### config.mk
export PLATFORM = sky130hd
export DESIGN_NAME = univ_shift_reg
export DESIGN_NICKNAME = d
export VERILOG_FILES = /design/src/rtl/univ_shift_reg.sv
export SDC_FILE = /design/constraint.sdc
export NUM_CORES = 1
export LEC_CHECK = 0
export BUFFER_PORTS_ARGS = -buffer_cell sky130_fd_sc_hd__buf_2
export CAP_MARGIN = 20
export CORE_ASPECT_RATIO = 1.5
export CORE_UTILIZATION = 30
export DETAILED_ROUTE_END_ITERATION = 16
export SYNTH_ARGS = -nofsm -noshare
export SYNTH_HDL_FRONTEND = slang
export SYNTH_SLANG_ARGS = --single-unit
export TNS_END_PERCENT = 20
### constraint.sdc
create_clock -name clk -period 2.2 [get_ports clk]
set_clock_uncertainty 0.15 [all_clocks]
set_input_delay 0.33 -clock clk [delete_from_list [all_inputs] [get_ports clk]]
set_output_delay 0.33 -clock clk [all_outputs]
set_load 0.01 [all_outputs]
### src/rtl/univ_shift_reg.sv
// Universal shift register: hold/load/shift/rotate/clear, one-edge latency, en=0 freezes state.
// Optional parity output is built only when USR_PARITY_EN is defined.
module univ_shift_reg #(
  parameter int                 WIDTH     = 8,
  parameter logic [WIDTH-1:0]   RESET_VAL = '0,
  localparam int                CW        = $clog2(WIDTH)
) (
  input  logic             clk,
  input  logic             rst_n,
  input  logic             en,
  input  logic [2:0]       mode,
  input  logic [WIDTH-1:0] d,
  input  logic             sl_in,
  input  logic             sr_in,
  output logic [WIDTH-1:0] q,
  output logic [WIDTH-1:0] qbar,
  output logic [CW-1:0]    shift_cnt,
  output logic             done
`ifdef USR_PARITY_EN
  ,
  output logic             parity
`endif
);

  localparam logic [2:0] M_LOAD = 3'b001;
  localparam logic [2:0] M_SHL  = 3'b010;
  localparam logic [2:0] M_SHR  = 3'b011;
  localparam logic [2:0] M_ROL  = 3'b100;
  localparam logic [2:0] M_ROR  = 3'b101;
  localparam logic [2:0] M_CLR  = 3'b110;

  localparam logic [CW-1:0] CNT_MAX = CW'(WIDTH - 1);

  logic [WIDTH-1:0] q_q, q_d;
  logic [CW-1:0]    cnt_q, cnt_d;
  logic             done_q, done_d;
  logic             moved;

  always_comb begin
    q_d    = q_q;
    cnt_d  = cnt_q;
    done_d = 1'b0;
    moved  = 1'b0;
    if (en) begin
      case (mode)
        M_LOAD: begin q_d = d;         cnt_d = '0; end
        M_SHL:  begin q_d = {q_q[WIDTH-2:0], sl_in};    moved = 1'b1; end
        M_SHR:  begin q_d = {sr_in, q_q[WIDTH-1:1]};    moved = 1'b1; end
        M_ROL:  begin q_d = {q_q[WIDTH-2:0], q_q[WIDTH-1]}; moved = 1'b1; end
        M_ROR:  begin q_d = {q_q[0], q_q[WIDTH-1:1]};   moved = 1'b1; end
        M_CLR:  begin q_d = RESET_VAL; cnt_d = '0; end
        default: ;
      endcase
    end
    // Count wraps modulo WIDTH; the wrap itself raises done on the next cycle.
    if (moved) begin
      done_d = (cnt_q == CNT_MAX);
      cnt_d  = (cnt_q == CNT_MAX) ? '0 : cnt_q + CW'(1);
    end
  end

  always_ff @(posedge clk or negedge rst_n) begin
    if (!rst_n) begin
      q_q    <= RESET_VAL;
      cnt_q  <= '0;
      done_q <= 1'b0;
    end else begin
      q_q    <= q_d;
      cnt_q  <= cnt_d;
      done_q <= done_d;
    end
  end

  assign q         = q_q;
  assign qbar      = ~q_q;
  assign shift_cnt = cnt_q;
  assign done      = done_q;

`ifdef USR_PARITY_EN
  assign parity = ^q_q;
`endif

endmodule

Word level (Yosys, flattened, before mapping)
Cells that the tools add are included.

storage, ports and cells
  flip-flop bits (word level) = 12
  word-level logic and storage cells = 27
  output and inout port bits = 20
  input bits = 16

cells by class
  bitwise operators = 1
  reduce and logical (&&, ||, !) cells = 7
  add/subtract/negate cells = 1
  multiplexer cells = 8
  equal/unequal tests = 7

operator list
  operator               count
  $pmux W8 S6            1
  $eq A3 B3 Y1 const B   4
  $mux W3                4
  $not A8 Y8             1
  $eq A3 B2 Y1 const B   2
  $reduce_bool A6 Y1     1
  $reduce_and A2 Y1      2
  $reduce_bool A2 Y1     2
  $reduce_or A4 Y1       1
  $add A3 B1 Y3 const B  1
  $eq A3 B1 Y1 const B   1
  $mux W1                3
  $reduce_or A2 Y1       1

Depth between registers and ports, before layout
  word-level depth = 6
  gate-level depth with buffers = 6
  gate-level depth less buffers = 6

Worst setup path before layout
Ideal clock, no wire load.

  kind = register -> register
  start = reg cnt_q[0] (netlist: shift_cnt[0])
  end = reg cnt_q[0] (netlist: shift_cnt[0])
  stages on the path, launching flop included = 7
  library setup time = 126 ps
  clock period less this slack = 1549 ps
  data required time = 1924 ps
  arrival time = 1273 ps
  buffers on the path = 0
  path slack = 651 ps
  path through = dfrtp_1 ha_1 ha_1 nor2_1 a32oi_1 nor2_1 a221o_1

between the ends
  word-level cells in the longest chain between the ends = 3
  elaborated cells on any way between the ends = 4
  those cells by class = add/sub: 1; eq/ne: 1; mux: 2

RTL lines
  item                                           line  source
  start: declaration                             35    logic [CW-1:0] cnt_q, cnt_d;
  start signal: assignment                       69    cnt_q <= cnt_d;
  $add A3 B1 Y3 or $eq A3 B3 Y1 (tied branches)  58    cnt_d = (cnt_q == CNT_MAX) ? '0 : cnt_q + CW'(1);
  $mux W3 (*)                                    58
  $mux W3 (*)                                    56    if (moved) begin

Every way passes the cells marked *; elsewhere a longest branch is shown, timed or not.
A chain may end at the register's enable or synchronous reset.

Worst setup path after layout
Same ends and word-level chain as after synthesis.

==> results.md <==
* Synth-to-layout area growth at 32.0%
* Share of layout cells above drive strength 1 at between 30% and 40%
* DRC at 0
* Largest net degree at the start of global routing at 21
* Place WS at 438 ps
* R2R Path Start: shift_cnt[0]
* RSZ-0062 raised after global routing: no
* Final net count at 145
* Die H at about 62 um
* Clk buf depth at 2
* CP Launch Type: flop
* Post-Syn Nets at 108
* Worst hold-check path type: in -> reg
* RD Place Congestion at 0.806
* CP cell instances: ha_1 -> ha_1 -> nor2_1 -> a32oi_1 -> nor2_1 -> a221o_1
* Ant. Diodes at 0
* Post-CTS Setup Repair Bufs at 0
* Vias per cell at around 5.2
* Fmax at 615 MHz
* Hold path startpoint: d[1]
* CTS tree: built
* Commonest non-fill, non-tap cells in the layout: buf_2, nand2_1, dfrtp_1
* Chip Width at 42.2 um
* Endpoints failing setup at 0
* Synth Area in XOR/XNOR at between 1 and 1.5%
* First-pass GRT wire length at between 3 and 4 mm
* Met1 Wirelength at 825 um
* R2r setup slk at 570 ps
* Final hold slack at ~200 ps
* Hold Path Stages at 3
* WL final at 1.95 mm
* Arrival time worst endpoint at 1630 ps
* Port bufs at 35
* Slowest stage cell, crit path: dfrtp_1
* Core Area at 2260 um^2
* Synth Area in Simple Gates at around 17%
* Slew Viols, Final at 0
* Yosys warnings at 0
* Most common cell after layout, fill and taps aside: buf_2
* Least-Margin Pin Slew at between 500 and 600 ps
* Final Non-Filler Cells at around 150
* Mapped cell area at 728 um^2
* Starting Density at 32.2%
* I/O pin cnt at 36
* Seq cells post-synth at 12
* Setup CP Type: reg -> reg
* Hold Buf Count CTS at 1
* Slew HR at 61.5%
* Final Hold Viols at 0
* Met2 wire length at 1.02 mm
* Largest family of logic cells by synthesized area: compound AO/OA/AOI/OAI gates
* Reg2reg path depth at 6
* Mux cell area share after synthesis at 0%
* Number of library cell types mapped by synthesis at 22
* Initial antenna violation count at 0
* Vias in the first global route at 736
* # rows at 21
* Hpwl dp at 1.44 mm
* Placed Cells at approximately 140
* Die area at about 2600 um^2
* Largest fanout on the critical path at 6
* Pre-antenna DRT Iters at 4
* Sequential cell area fraction in the yosys report at around two fifths
* Met3 Routed Length at 74 um
* GRT Residual Overflow at 0
* Post-Synthesis Cells at 90
* Worst Hold End: q[1]
* Root buffer cell: clkbuf_4
* Capturing point of the worst reg2reg path: shift_cnt[0]
* Pwr Density at around 760 nW/um^2
* Total GRT Usage at 15.8%
* Cts bufs inserted at 3
* Mapped Avg Cell Area at 8.09 um^2
* CP max stage delay at around 460 ps
* Peak VDD IR at 0.000363 V
* CP required at 2210 ps
* Clk sinks at 12
* Worst setup margin at 574 ps
* H-tree levels at 1
* Final min period at 1630 ps
* Crit end category: flop
* DR top layer: met4
* Leak at 0.505 nW
* Clk_lat worst skew at 270 ps
* Status: finished, final reports clean
* Post-synthesis adder-cell area fraction at 3.44%
* DR WL/cell at 13.1 um
* Total of max-cap violations at 0
* ANT nets after route at 0
* 1st-iter DRT viols at 22
* Final TNS setup at 0 ps
* Post-CTS sizing at 0
* Fin crit share at 73.9%
* Routed via count at 779
* Clock-pin slew of the registers on the worst-case setup and hold paths at 80 ps
* Synth Area in Compound Gates at around 28%
-- cells in the mapped netlist, drive strengths merged --
library cell	n	area share, %
nand2	15	7.7
dfrtp	12	41
o21ai	11	7.6
a21oi	9	6.2
inv	9	4.6
a221oi	7	8.4
buf	6	4.5
nor2	4	2.1
nand3	3	2.1
ha	2	3.4
nor2b	2	1.7
o31ai	2	2.1
a221o	1	1.4
a22oi	1	1.0
a32oi	1	1.2
and3	1	0.86
nand2b	1	0.86
nor3b	1	1.0
or3	1	0.86
xor2	1	1.2
-- worst max path at each step --
stage	cells past startpoint	from	to	slack, ps
after global routing	6	shift_cnt[0]	shift_cnt[0]	470
after floorplan	6	shift_cnt[0]	shift_cnt[0]	650
after global placement	6	mode[2]	q[2]	460
final	6	shift_cnt[0]	shift_cnt[0]	570
after detailed placement	6	mode[2]	q[2]	440
after CTS	6	shift_cnt[0]	shift_cnt[0]	560
-- power breakdown --
part / total (W) / switching, W / internal (W)
Combinational: 0.000256 / 0.000149 / 0.000107
Clock: 0.000178 / 0.0000775 / 0.000100
Sequential: 0.000297 / 0.0000375 / 0.000260
-- layer usage --
metal / up-vias / global-route usage [%]
met5: - / 0
met3: 2 / 2.62
met2: 25 / 27.1
met4: 0 / 7.03
li1: 389 / -
met1: 363 / 18.9
-- worst max-delay path, delay by kind of cell (launching register included) --
kind / cells / cell delay [ps]
adder cells (fa/ha/maj): 2 / 340
flip-flops: 1 / 460
AO/OA/AOI/OAI: 2 / 440
AND/OR/NAND/NOR: 2 / 120
-- area by class of cell --
class                   count  area (um^2)
clock buffers               4         36.3
fillers                   250         1300
inverters                   9         33.8
multi-input cells          63          362
flip-flops and latches     12          300
well taps                  23         28.8
repair buffers             38          200
-- through the flow --
step	total power, W	util (%)	instance area [um^2]
2_1_floorplan	0.000443	-	728
4_1_cts	0.000739	42.5	961
3_3_place_gp	0.000557	40.5	915
3_5_place_dp	0.000560	40.5	915
6_report	0.000731	42.5	961
5_1_grt	0.000784	42.5	961
-- cell families after synthesis --
family                   count (synthesis)
AO/OA/AOI/OAI                           32
XOR/XNOR                                 1
adder cells (fa/ha/maj)                  2
buffers and inverters                   15
flip-flops                              12
AND/OR/NAND/NOR                         28
-- registers in the layout (all words and copies together) (netlist names) --
| register | flops |
|---|---|
| done | 1 |
| shift_cnt | 3 |
| q | 8 |
(Power assumes the default switching activity.)
